===== src/rtl/soc_trace_event_pkg.sv =====
// Shared types and constants for the per-core trace event unit.
package soc_trace_event_pkg;

   typedef enum logic [1:0] {
      EVT_NONE   = 2'd0,
      EVT_EXIT   = 2'd1,
      EVT_REPORT = 2'd2,
      EVT_PUTC   = 2'd3
   } evt_type_t;

   localparam logic [6:0]  NOP_OPCODE = 7'h13;
   localparam logic [11:0] IMM_EXIT   = 12'd1;
   localparam logic [11:0] IMM_REPORT = 12'd2;
   localparam logic [11:0] IMM_PUTC   = 12'd4;

   typedef struct packed {
      evt_type_t   etype;
      logic [31:0] data;
      logic [31:0] pc;
      logic [31:0] stamp;
   } evt_t;

   // Simulation-control NOP: addi x0,x0,imm with imm in {1,2,4}
   function automatic evt_type_t decode_ctrl(input logic [31:0] insn);
      evt_type_t t;
      t = EVT_NONE;
      if (insn[6:0] == NOP_OPCODE && insn[19:7] == '0) begin
         case (insn[31:20])
            IMM_EXIT:   t = EVT_EXIT;
            IMM_REPORT: t = EVT_REPORT;
            IMM_PUTC:   t = EVT_PUTC;
            default:    t = EVT_NONE;
         endcase
      end
      return t;
   endfunction

endpackage


===== src/rtl/soc_trace_event_unit_if.sv =====
// Retire-stream input and event-stream output bundle for the trace event unit.
interface soc_trace_event_unit_if;
   import soc_trace_event_pkg::*;

   logic        trace_valid;
   logic [31:0] trace_pc;
   logic [31:0] trace_insn;
   logic        trace_wben;
   logic [4:0]  trace_wbreg;
   logic [31:0] trace_wbdata;

   logic        evt_valid;
   logic        evt_ready;
   evt_type_t   evt_type;
   logic [31:0] evt_data;
   logic [31:0] evt_pc;
   logic [31:0] evt_time;
   logic [15:0] evt_id;

   modport master (
      output trace_valid, trace_pc, trace_insn, trace_wben, trace_wbreg, trace_wbdata,
      output evt_ready,
      input  evt_valid, evt_type, evt_data, evt_pc, evt_time, evt_id
   );

   modport slave (
      input  trace_valid, trace_pc, trace_insn, trace_wben, trace_wbreg, trace_wbdata,
      input  evt_ready,
      output evt_valid, evt_type, evt_data, evt_pc, evt_time, evt_id
   );
endinterface


===== src/rtl/soc_trace_event_fifo.sv =====
// Synchronous event FIFO; pointers carry an extra wrap bit to tell full from empty.
module soc_trace_event_fifo
   import soc_trace_event_pkg::*;
#(
   parameter int unsigned DEPTH = 4
) (
   input  logic                     clk,
   input  logic                     rst_n,
   input  logic                     push,
   input  logic                     pop,
   input  evt_t                     wdata,
   output evt_t                     rdata,
   output logic                     full,
   output logic                     empty,
   output logic [$clog2(DEPTH):0]   count
);
   localparam int unsigned AW = $clog2(DEPTH);

   evt_t           mem [DEPTH];
   logic [AW:0]    wptr;
   logic [AW:0]    rptr;

   // Pointer advance; caller guarantees no push when full without a pop, no pop when empty
   always_ff @(posedge clk) begin
      if (!rst_n) begin
         wptr <= '0;
         rptr <= '0;
      end else begin
         if (push) wptr <= wptr + (AW+1)'(1);
         if (pop)  rptr <= rptr + (AW+1)'(1);
      end
   end

   // Storage write
   always_ff @(posedge clk) begin
      if (push) mem[wptr[AW-1:0]] <= wdata;
   end

   assign rdata = mem[rptr[AW-1:0]];
   assign count = wptr - rptr;
   assign empty = (wptr == rptr);
   assign full  = (wptr[AW] != rptr[AW]) && (wptr[AW-1:0] == rptr[AW-1:0]);

endmodule


===== src/rtl/soc_trace_event_unit.sv =====
// Per-core trace event unit: r3 shadow, cycle counter, control-NOP decode, event FIFO, run/drain/done FSM.
module soc_trace_event_unit
   import soc_trace_event_pkg::*;
#(
   parameter int unsigned ID         = 0,
   parameter int unsigned REG_IDX    = 3,
   parameter int unsigned FIFO_DEPTH = 4
) (
   input  logic                   clk,
   input  logic                   rst_n,
   soc_trace_event_unit_if.slave  bus,
   output logic [31:0]            r3,
   output logic                   overflow,
   output logic                   terminated
);
   typedef enum logic [1:0] {ST_RUN, ST_DRAIN, ST_DONE} state_t;

   state_t      state;
   state_t      state_nxt;
   logic        decode_en;
   logic [31:0] cycle_cnt;
   evt_type_t   dec_type;
   logic        push_req;
   logic        push;
   logic        pop;
   logic        full;
   logic        empty;
   evt_t        wdata;
   evt_t        rdata;
   logic [$clog2(FIFO_DEPTH):0] count;

   assign dec_type = bus.trace_valid ? decode_ctrl(bus.trace_insn) : EVT_NONE;
   assign push_req = decode_en && (dec_type != EVT_NONE);
   assign pop      = !empty && bus.evt_ready;
   // A full FIFO still accepts when the head leaves in the same cycle
   assign push     = push_req && (!full || pop);
   assign wdata    = '{etype: dec_type, data: r3, pc: bus.trace_pc, stamp: cycle_cnt};

   soc_trace_event_fifo #(.DEPTH(FIFO_DEPTH)) u_fifo (
      .clk   (clk),
      .rst_n (rst_n),
      .push  (push),
      .pop   (pop),
      .wdata (wdata),
      .rdata (rdata),
      .full  (full),
      .empty (empty),
      .count (count)
   );

   // Shadow of the control-argument register
   always_ff @(posedge clk) begin
      if (!rst_n)
         r3 <= '0;
      else if (REG_IDX != 0 && bus.trace_valid && bus.trace_wben
               && bus.trace_wbreg == REG_IDX[4:0])
         r3 <= bus.trace_wbdata;
   end

   // Free-running timestamp counter
   always_ff @(posedge clk) begin
      if (!rst_n) cycle_cnt <= '0;
      else        cycle_cnt <= cycle_cnt + 32'd1;
   end

   // Sticky drop indicator
   always_ff @(posedge clk) begin
      if (!rst_n)                       overflow <= 1'b0;
      else if (push_req && full && !pop) overflow <= 1'b1;
   end

   // FSM state register
   always_ff @(posedge clk) begin
      if (!rst_n) state <= ST_RUN;
      else        state <= state_nxt;
   end

   // FSM next state
   always_comb begin
      state_nxt = state;
      case (state)
         ST_RUN:   if (push_req && dec_type == EVT_EXIT) state_nxt = ST_DRAIN;
         ST_DRAIN: if (count == '0)                      state_nxt = ST_DONE;
         ST_DONE:  state_nxt = ST_DONE;
         default:  state_nxt = ST_RUN;
      endcase
   end

   // FSM outputs
   always_comb begin
      decode_en  = (state == ST_RUN);
      terminated = (state == ST_DONE);
   end

   assign bus.evt_valid = !empty;
   assign bus.evt_type  = rdata.etype;
   assign bus.evt_data  = rdata.data;
   assign bus.evt_pc    = rdata.pc;
   assign bus.evt_time  = rdata.stamp;
   assign bus.evt_id    = ID[15:0];

endmodule


===== src/flat_wrapper.sv =====
// flat-port wrapper written by rule: the top's interface ports become plain ports
module soc_trace_event_unit_flat import soc_trace_event_pkg::*;
#(
   parameter int unsigned ID         = 0,
   parameter int unsigned REG_IDX    = 3,
   parameter int unsigned FIFO_DEPTH = 4
)
  (clk, rst_n, r3, overflow, terminated, bus_trace_valid, bus_trace_pc, bus_trace_insn, bus_trace_wben, bus_trace_wbreg, bus_trace_wbdata, bus_evt_ready, bus_evt_valid, bus_evt_type, bus_evt_data, bus_evt_pc, bus_evt_time, bus_evt_id);
  soc_trace_event_unit_if bus_i ();
  input  logic clk;
  input  logic rst_n;
  output logic [31:0] r3;
  output logic overflow;
  output logic terminated;
  input wire logic [$bits(bus_i.trace_valid)-1:0] bus_trace_valid;
  input wire logic [$bits(bus_i.trace_pc)-1:0] bus_trace_pc;
  input wire logic [$bits(bus_i.trace_insn)-1:0] bus_trace_insn;
  input wire logic [$bits(bus_i.trace_wben)-1:0] bus_trace_wben;
  input wire logic [$bits(bus_i.trace_wbreg)-1:0] bus_trace_wbreg;
  input wire logic [$bits(bus_i.trace_wbdata)-1:0] bus_trace_wbdata;
  input wire logic [$bits(bus_i.evt_ready)-1:0] bus_evt_ready;
  output wire logic [$bits(bus_i.evt_valid)-1:0] bus_evt_valid;
  output wire logic [$bits(bus_i.evt_type)-1:0] bus_evt_type;
  output wire logic [$bits(bus_i.evt_data)-1:0] bus_evt_data;
  output wire logic [$bits(bus_i.evt_pc)-1:0] bus_evt_pc;
  output wire logic [$bits(bus_i.evt_time)-1:0] bus_evt_time;
  output wire logic [$bits(bus_i.evt_id)-1:0] bus_evt_id;
  assign bus_i.trace_valid = bus_trace_valid;
  assign bus_i.trace_pc = bus_trace_pc;
  assign bus_i.trace_insn = bus_trace_insn;
  assign bus_i.trace_wben = bus_trace_wben;
  assign bus_i.trace_wbreg = bus_trace_wbreg;
  assign bus_i.trace_wbdata = bus_trace_wbdata;
  assign bus_i.evt_ready = bus_evt_ready;
  assign bus_evt_valid = bus_i.evt_valid;
  assign bus_evt_type = bus_i.evt_type;
  assign bus_evt_data = bus_i.evt_data;
  assign bus_evt_pc = bus_i.evt_pc;
  assign bus_evt_time = bus_i.evt_time;
  assign bus_evt_id = bus_i.evt_id;
  soc_trace_event_unit #(.ID(ID), .REG_IDX(REG_IDX), .FIFO_DEPTH(FIFO_DEPTH)) u_core (.clk(clk), .rst_n(rst_n), .bus(bus_i), .r3(r3), .overflow(overflow), .terminated(terminated));
endmodule

===== config.mk =====
export PLATFORM = sky130hd
export DESIGN_NAME = soc_trace_event_unit_flat
export DESIGN_NICKNAME = d
export VERILOG_FILES = /design/src/rtl/soc_trace_event_pkg.sv /design/src/rtl/soc_trace_event_unit_if.sv /design/src/rtl/soc_trace_event_fifo.sv /design/src/rtl/soc_trace_event_unit.sv /design/src/flat_wrapper.sv
export SDC_FILE = /design/constraint.sdc
export NUM_CORES = 1
export LEC_CHECK = 0
export ABC_AREA = 1
export BUFFER_PORTS_ARGS = -buffer_cell sky130_fd_sc_hd__buf_4
export CAP_MARGIN = 20
export CELL_PAD_IN_SITES_DETAIL_PLACEMENT = 0
export CELL_PAD_IN_SITES_GLOBAL_PLACEMENT = 1
export CORE_MARGIN = 2
export CORE_UTILIZATION = 45
export DETAILED_ROUTE_END_ITERATION = 10
export PLACE_DENSITY = 0.81
export SLEW_MARGIN = 20
export SYNTH_ARGS = -nofsm -noshare
export SYNTH_HDL_FRONTEND = slang
export SYNTH_HIERARCHICAL = 1
export SYNTH_SLANG_ARGS = --single-unit
export TNS_END_PERCENT = 100

===== constraint.sdc =====
create_clock -name clk -period 6.22 [get_ports clk]
set_input_delay 1.244 -clock clk [delete_from_list [all_inputs] [get_ports clk]]
set_output_delay 1.244 -clock clk [all_outputs]
set_load 0.02 [all_outputs]

* Word-level counts from Yosys, hierarchy flattened
Memories as Yosys holds them, arrays and structs flattened. A register that Yosys moved wholly into a read port is not among the register bits. Cells that the tools add are included.
Storage, ports and cells: bits in registers 73, memory bits (writable) 392, input bits 106, output and inout bits 149, word-level logic and storage cells 53, memories 1
Operators by class: add/sub/neg operators 4, equal/unequal tests 13, muxes and demuxes 10, reductions and logical operators 19
Memories:
- u_core.u_fifo.mem | depth 4, width 98, rd ports 1, clocked after Yosys merged registers in 1, write ports 1, RTL line soc_trace_event_fifo.sv:19 | evt_t mem [DEPTH];
Operators by type and width (number):
- 32-bit by 1-bit adder with 32-bit output (second input constant) | 1
- 13-bit logical NOT | 1
- 12-bit by 1-bit equality test with 1-bit output (second input constant) | 1
- 12-bit by 2-bit equality test with 1-bit output (second input constant) | 1
- 12-bit by 3-bit equality test with 1-bit output (second input constant) | 1
- 2-bit two-way mux | 6
- 2-bit one-hot mux with 3 select lines | 2
- 1-bit logical AND | 10
- 7-bit by 5-bit equality test with 1-bit output (second input constant) | 1
- 3-bit by 1-bit adder with 3-bit output (second input constant) | 2
- 5-bit by 2-bit equality test with 1-bit output (second input constant) | 1
- 2-bit by 1-bit equality test with 1-bit output (second input constant) | 2
- 3-bit equality test | 1
- 1-bit logical NOT | 3
- 3-bit logical NOT | 1
- 3-bit subtractor | 1
- 2-bit equality test | 1
- 2-bit equality test (second input constant) | 1
- 2-bit logical NOT | 1
- 1-bit two-way mux | 2
- 2-bit by 1-bit != test with 1-bit output (second input constant) | 1
- 2-bit != test (second input constant) | 1
- 2-bit AND reduction | 1
- 2-bit nonzero test | 1
- other kinds (2) | 2

* Logic depth before layout (Yosys ltp)
word-level depth 9, gate-level depth with buffers 12, depth with buffers taken out 11

* Modules after synthesis
The synthesis kept the hierarchy.
By module, submodules not included:
- soc_trace_event_fifo | times used 1, cells an instance 1602, area each 16956.3 sq um, seq. area each 11931.4 sq um
- soc_trace_event_unit | times used 1, cells an instance 508, area each 3445.8 sq um, seq. area each 1341.3 sq um

* Worst setup path before layout
OpenSTA, ideal clock, no wires.
kind in2reg, from in bus_trace_insn[3], to mem u_core/u_fifo/mem[3][0] (netlist bit) (enable), library setup time 452 ps, arrival time 4293 ps, required time 5768 ps, path slack 1474 ps, stages on the path 9, buffers on the path 1, cell sequence or2_2 nor4_1 nand4_1 a21oi_1 nand2_1 nor2_1 clkbuf_1 nand2_1 inv_1
Between the ends: word-level cells in the longest chain between the ends 9
Ends and longest elaborated chain:
- from (decl) | RTL line flat_wrapper.sv:17 | input wire logic [$bits(bus_i.trace_insn)-1:0] bus_trace_insn;
- 7-bit by 5-bit equality test with 1-bit output | RTL line soc_trace_event_pkg.sv:27 | if (insn[6:0] == NOP_OPCODE && insn[19:7] == '0) begin
- 1-bit logical AND | RTL line soc_trace_event_pkg.sv:27
- 2-bit two-way mux | RTL line soc_trace_event_pkg.sv:27
- 2-bit two-way mux | RTL line soc_trace_event_unit.sv:32 | assign dec_type = bus.trace_valid ? decode_ctrl(bus.trace_insn) : EVT_NONE;
- 2-bit nonzero test | RTL line soc_trace_event_unit.sv:33 | assign push_req = decode_en && (dec_type != EVT_NONE);
- 1-bit logical AND | RTL line soc_trace_event_unit.sv:33
- 1-bit logical AND | RTL line soc_trace_event_unit.sv:36 | assign push = push_req && (!full || pop);
- named net u_core.push | RTL line soc_trace_event_unit.sv:24 | logic push;
- 1-bit two-way mux | RTL line soc_trace_event_fifo.sv:36 | if (push) mem[wptr[AW-1:0]] <= wdata;
- 1-bit two-way mux (implied by the code) | RTL line soc_trace_event_fifo.sv:36
- to (decl) | RTL line soc_trace_event_fifo.sv:19
The timed path passes the listed nets, and every way through them passes these cells.

==> results.cfg <==
[status]
status = complete, no violations

[routing]
avgViaCountPerCell = 4.69
wl_met2_um = 22900
top_layer_used = met4
drc = 0
drt-initial-drc-count = 861
ant_nets = 0
wl_met1_um = 18900
wl_met3_um = 1950
wl_um = 44700
via_count = 13936
wl_per_cell_um = 15.1
dr.pass1.iters = 5

[sta]
timing.final.max_slew_violations = 0
worstMarginPinSlew_ps = 914
max_slew_margin = 0.390
skew_ps = 23.8
finalCriticalPeriod_ps = 4310
fmax_mhz = 232
setup_slack_ps = 1910
finalSetupViolCount = 0
final.period_utilization = 0.692
rsz0062_at_grt = no
setup_tns_ps = 0
final_hold_viol_count = 0

[global_route]
antenna_found_initial = 0
grt_max_degree = 142
track_usage = 0.190
grt_pass1_wl_um = 71000
globalRouteOverflowTotal = 0
grt_pass1_vias = 13751

[critical_path]
crit_path_end_kind = output pin
r2r-start = u_core/u_fifo/wptr[0]
max_stage_delay_ps = 700
critical_path.top_delay_family = buffers and inverters
r2r_setup_slack_ps = 2620
cp.arrival_ps = 3060
cp.required_ps = 4980
cp_num_buf_inv = 3
crit_path_start_kind = flip-flop
rr_worst_depth = 10
r2r_end = u_core/u_fifo/mem[3][57]
path_cells = inv_8 > buf_4 > nand2_1 > nand3_1 > nand2_1 > buf_4
cp_max_fo = 141
critPathKind = flip-flop to output pin
crit_slowest_cell = inv_8

[synth]
synth_top_area_frac = 0.577
ys_types = 40
ys_seq_area_frac = 0.651
synth_top_cell_by_area = edfxtp_1
synthTopCellsByArea = edfxtp_1 (58%), nand2_1 (11%), inv_1 (8.3%)
netlist_area_um2 = 20400
syn_area_per_cell_um2 = 9.67
yosys_register_bits = 467
syn_inst = 2110
ys_warn_count = 6

[floorplan]
die_h_um = 217
dieWidth_um = 217
rows = 78
core_um2 = 45100
top_level_ports = 255
start_util = 0.452
die_area_um2 = 47100

[final_layout]
drive_gt1_frac = 0.154
num_antenna_cells = 0
final_nets = 2450
nFillCells = 4022
syn_to_final_growth_pct = 18.4
final_core_util = 0.536

[clock_tree]
clock_latency_ps = 560
numCtsBuffers = 48
clock-root-buffer = clkbuf_16
ctsHoldBuffers = 0
post_cts_resized = 0
clockBufferDepth = 3
cts.clk_slew.worst_paths_ps = 60
clock-sinks = 467
cts_setup_buffers = 0
cts_tree = done
htreeDepth = 2

[power]
power.density_nw_per_um2 = 294
total_power_mw = 7.11
leakagePower_nw = 10.7
vdd_drop_max_mv = 0.174

[worst_hold_path]
hold_depth = 2
min_to = u_core/overflow
hold_class = flip-flop to flip-flop
hp-start = u_core/overflow

[placement]
place_hpwl_um = 27400
io_buffer_count = 238
dp_slack_ps = 1730
place.gp.congestion = 0.838

[job]
maxCapViolations = 0
==> flip-flops by register name, indices dropped and copies added (netlist names), named ones only <==
name and cells:
u_core/u_fifo/rptr 3, u_core/cycle_cnt 32, u_core/u_fifo/wptr 3, u_core/overflow 1, u_core/u_fifo/mem 392, u_core/state 2, u_core/r3 32
==> final cells by class <==
type	count	area (um2)	area share
Sequential cell	467	13300	0.550
Multi-Input combinational cell	1108	4880	0.202
Timing Repair Buffer	250	1900	0.0787
Inverter	457	1740	0.0718
Clock buffer	71	1430	0.0593
Tap cell	600	751	0.0311
Clock inverter	19	175	0.00725
==> cell usage after synthesis (all sizes together) <==
cell	instances
nor4	5
and2	1
edfxtp	392
nand4	7
a21oi	32
nand2	594
o31ai	1
inv	456
nand3b	1
nor3b	3
xnor2	1
nand3	216
fa	1
o2111ai	1
ha	11
clkinv	1
or2	10
o21a	2
xor2	3
nor2	147
conb	1
nor3	12
dfxtp	75
o21ai	44
buf	72
clkbuf	21
==> tightest hold or removal path, stage by stage (launching register included) <==
cell     delay (ps)
dfxtp_1         310
inv_1            50
a21oi_1          60
==> worst max-delay path by stage <==
stage                            from                  endpoint  slack (ps)  cells after the start
floorplan           bus_trace_insn[3]   u_core/u_fifo/mem[3][0]        1470                      9
global placement    bus_trace_insn[3]  u_core/u_fifo/mem[3][49]        1840                     10
detailed placement  bus_trace_insn[3]  u_core/u_fifo/mem[3][48]        1730                     10
CTS                         flip-flop          bus_evt_data[17]        1660                      6
global route                flip-flop          bus_evt_data[17]        1680                      6
finish                      flip-flop          bus_evt_data[17]        1910                      6
==> where the power goes <==
part	switching [mW]	total, mW	internal (mW)	leakage (nW)
logic	0.544	0.852	0.308	5.40
clock network	1.13	2.85	1.72	0.788
registers	0.0379	3.41	3.37	4.49
==> layout by cell type, fill, tap and decap left out, types with 2 or more instances in the layout <==
master     count
nor3_1         9
nand3_1      213
o21a_1         2
conb_1        16
buf_4        248
edfxtp_1     392
clkinv_1       8
nor2_1       135
nand2_2        6
ha_1          11
dfxtp_4        2
clkbuf_16     51
or2_0          6
buf_12         2
clkinv_2       7
bufinv_16      3
inv_2          4
o21ai_0       43
inv_1        446
nor2_4         2
nor3_2         3
nand4_1        6
clkbuf_1      12
inv_4          5
nor4_1         4
nor3b_2        3
xor2_1         3
nand2_1      588
dfxtp_1       73
clkbuf_8       8
a21oi_1       32
nor2_2        10
nand3_2        3
or2_2          4
==> per-layer routing <==
| layer | track usage | up-vias |
|---|---|---|
| met5 | 0 | - |
| met4 | 0.0562 | 0 |
| met3 | 0.0264 | 62 |
| met2 | 0.345 | 282 |
| met1 | 0.236 | 6547 |
| li1 | - | 7045 |
==> stage by stage <==
step	hold WS (ps)	area (um2)	instances
after floorplan	464	20500	2125
after global placement	448	22500	2882
after detailed placement	458	22500	2882
after CTS	473	24200	2972
after global routing	536	24200	2972
final	470	24200	2972
==> kinds of logic (layout without fill, tap and decap cells) <==
| logic type | count (synthesis) | count (layout) | synth area share |
|---|---|---|---|
| AND/OR/NAND/NOR | 996 | 996 | 0.207 |
| flip-flops | 467 | 467 | 0.651 |
| AO/OA/AOI/OAI | 80 | 80 | 0.0202 |
| XOR/XNOR | 4 | 4 | 0.00172 |
| other | 1 | 16 | 0.000184 |
| adder cells (fa/ha/maj) | 12 | 12 | 0.00773 |
| buffers and inverters | 550 | 797 | 0.113 |
Note: power is estimated with default switching activity, not from simulation.
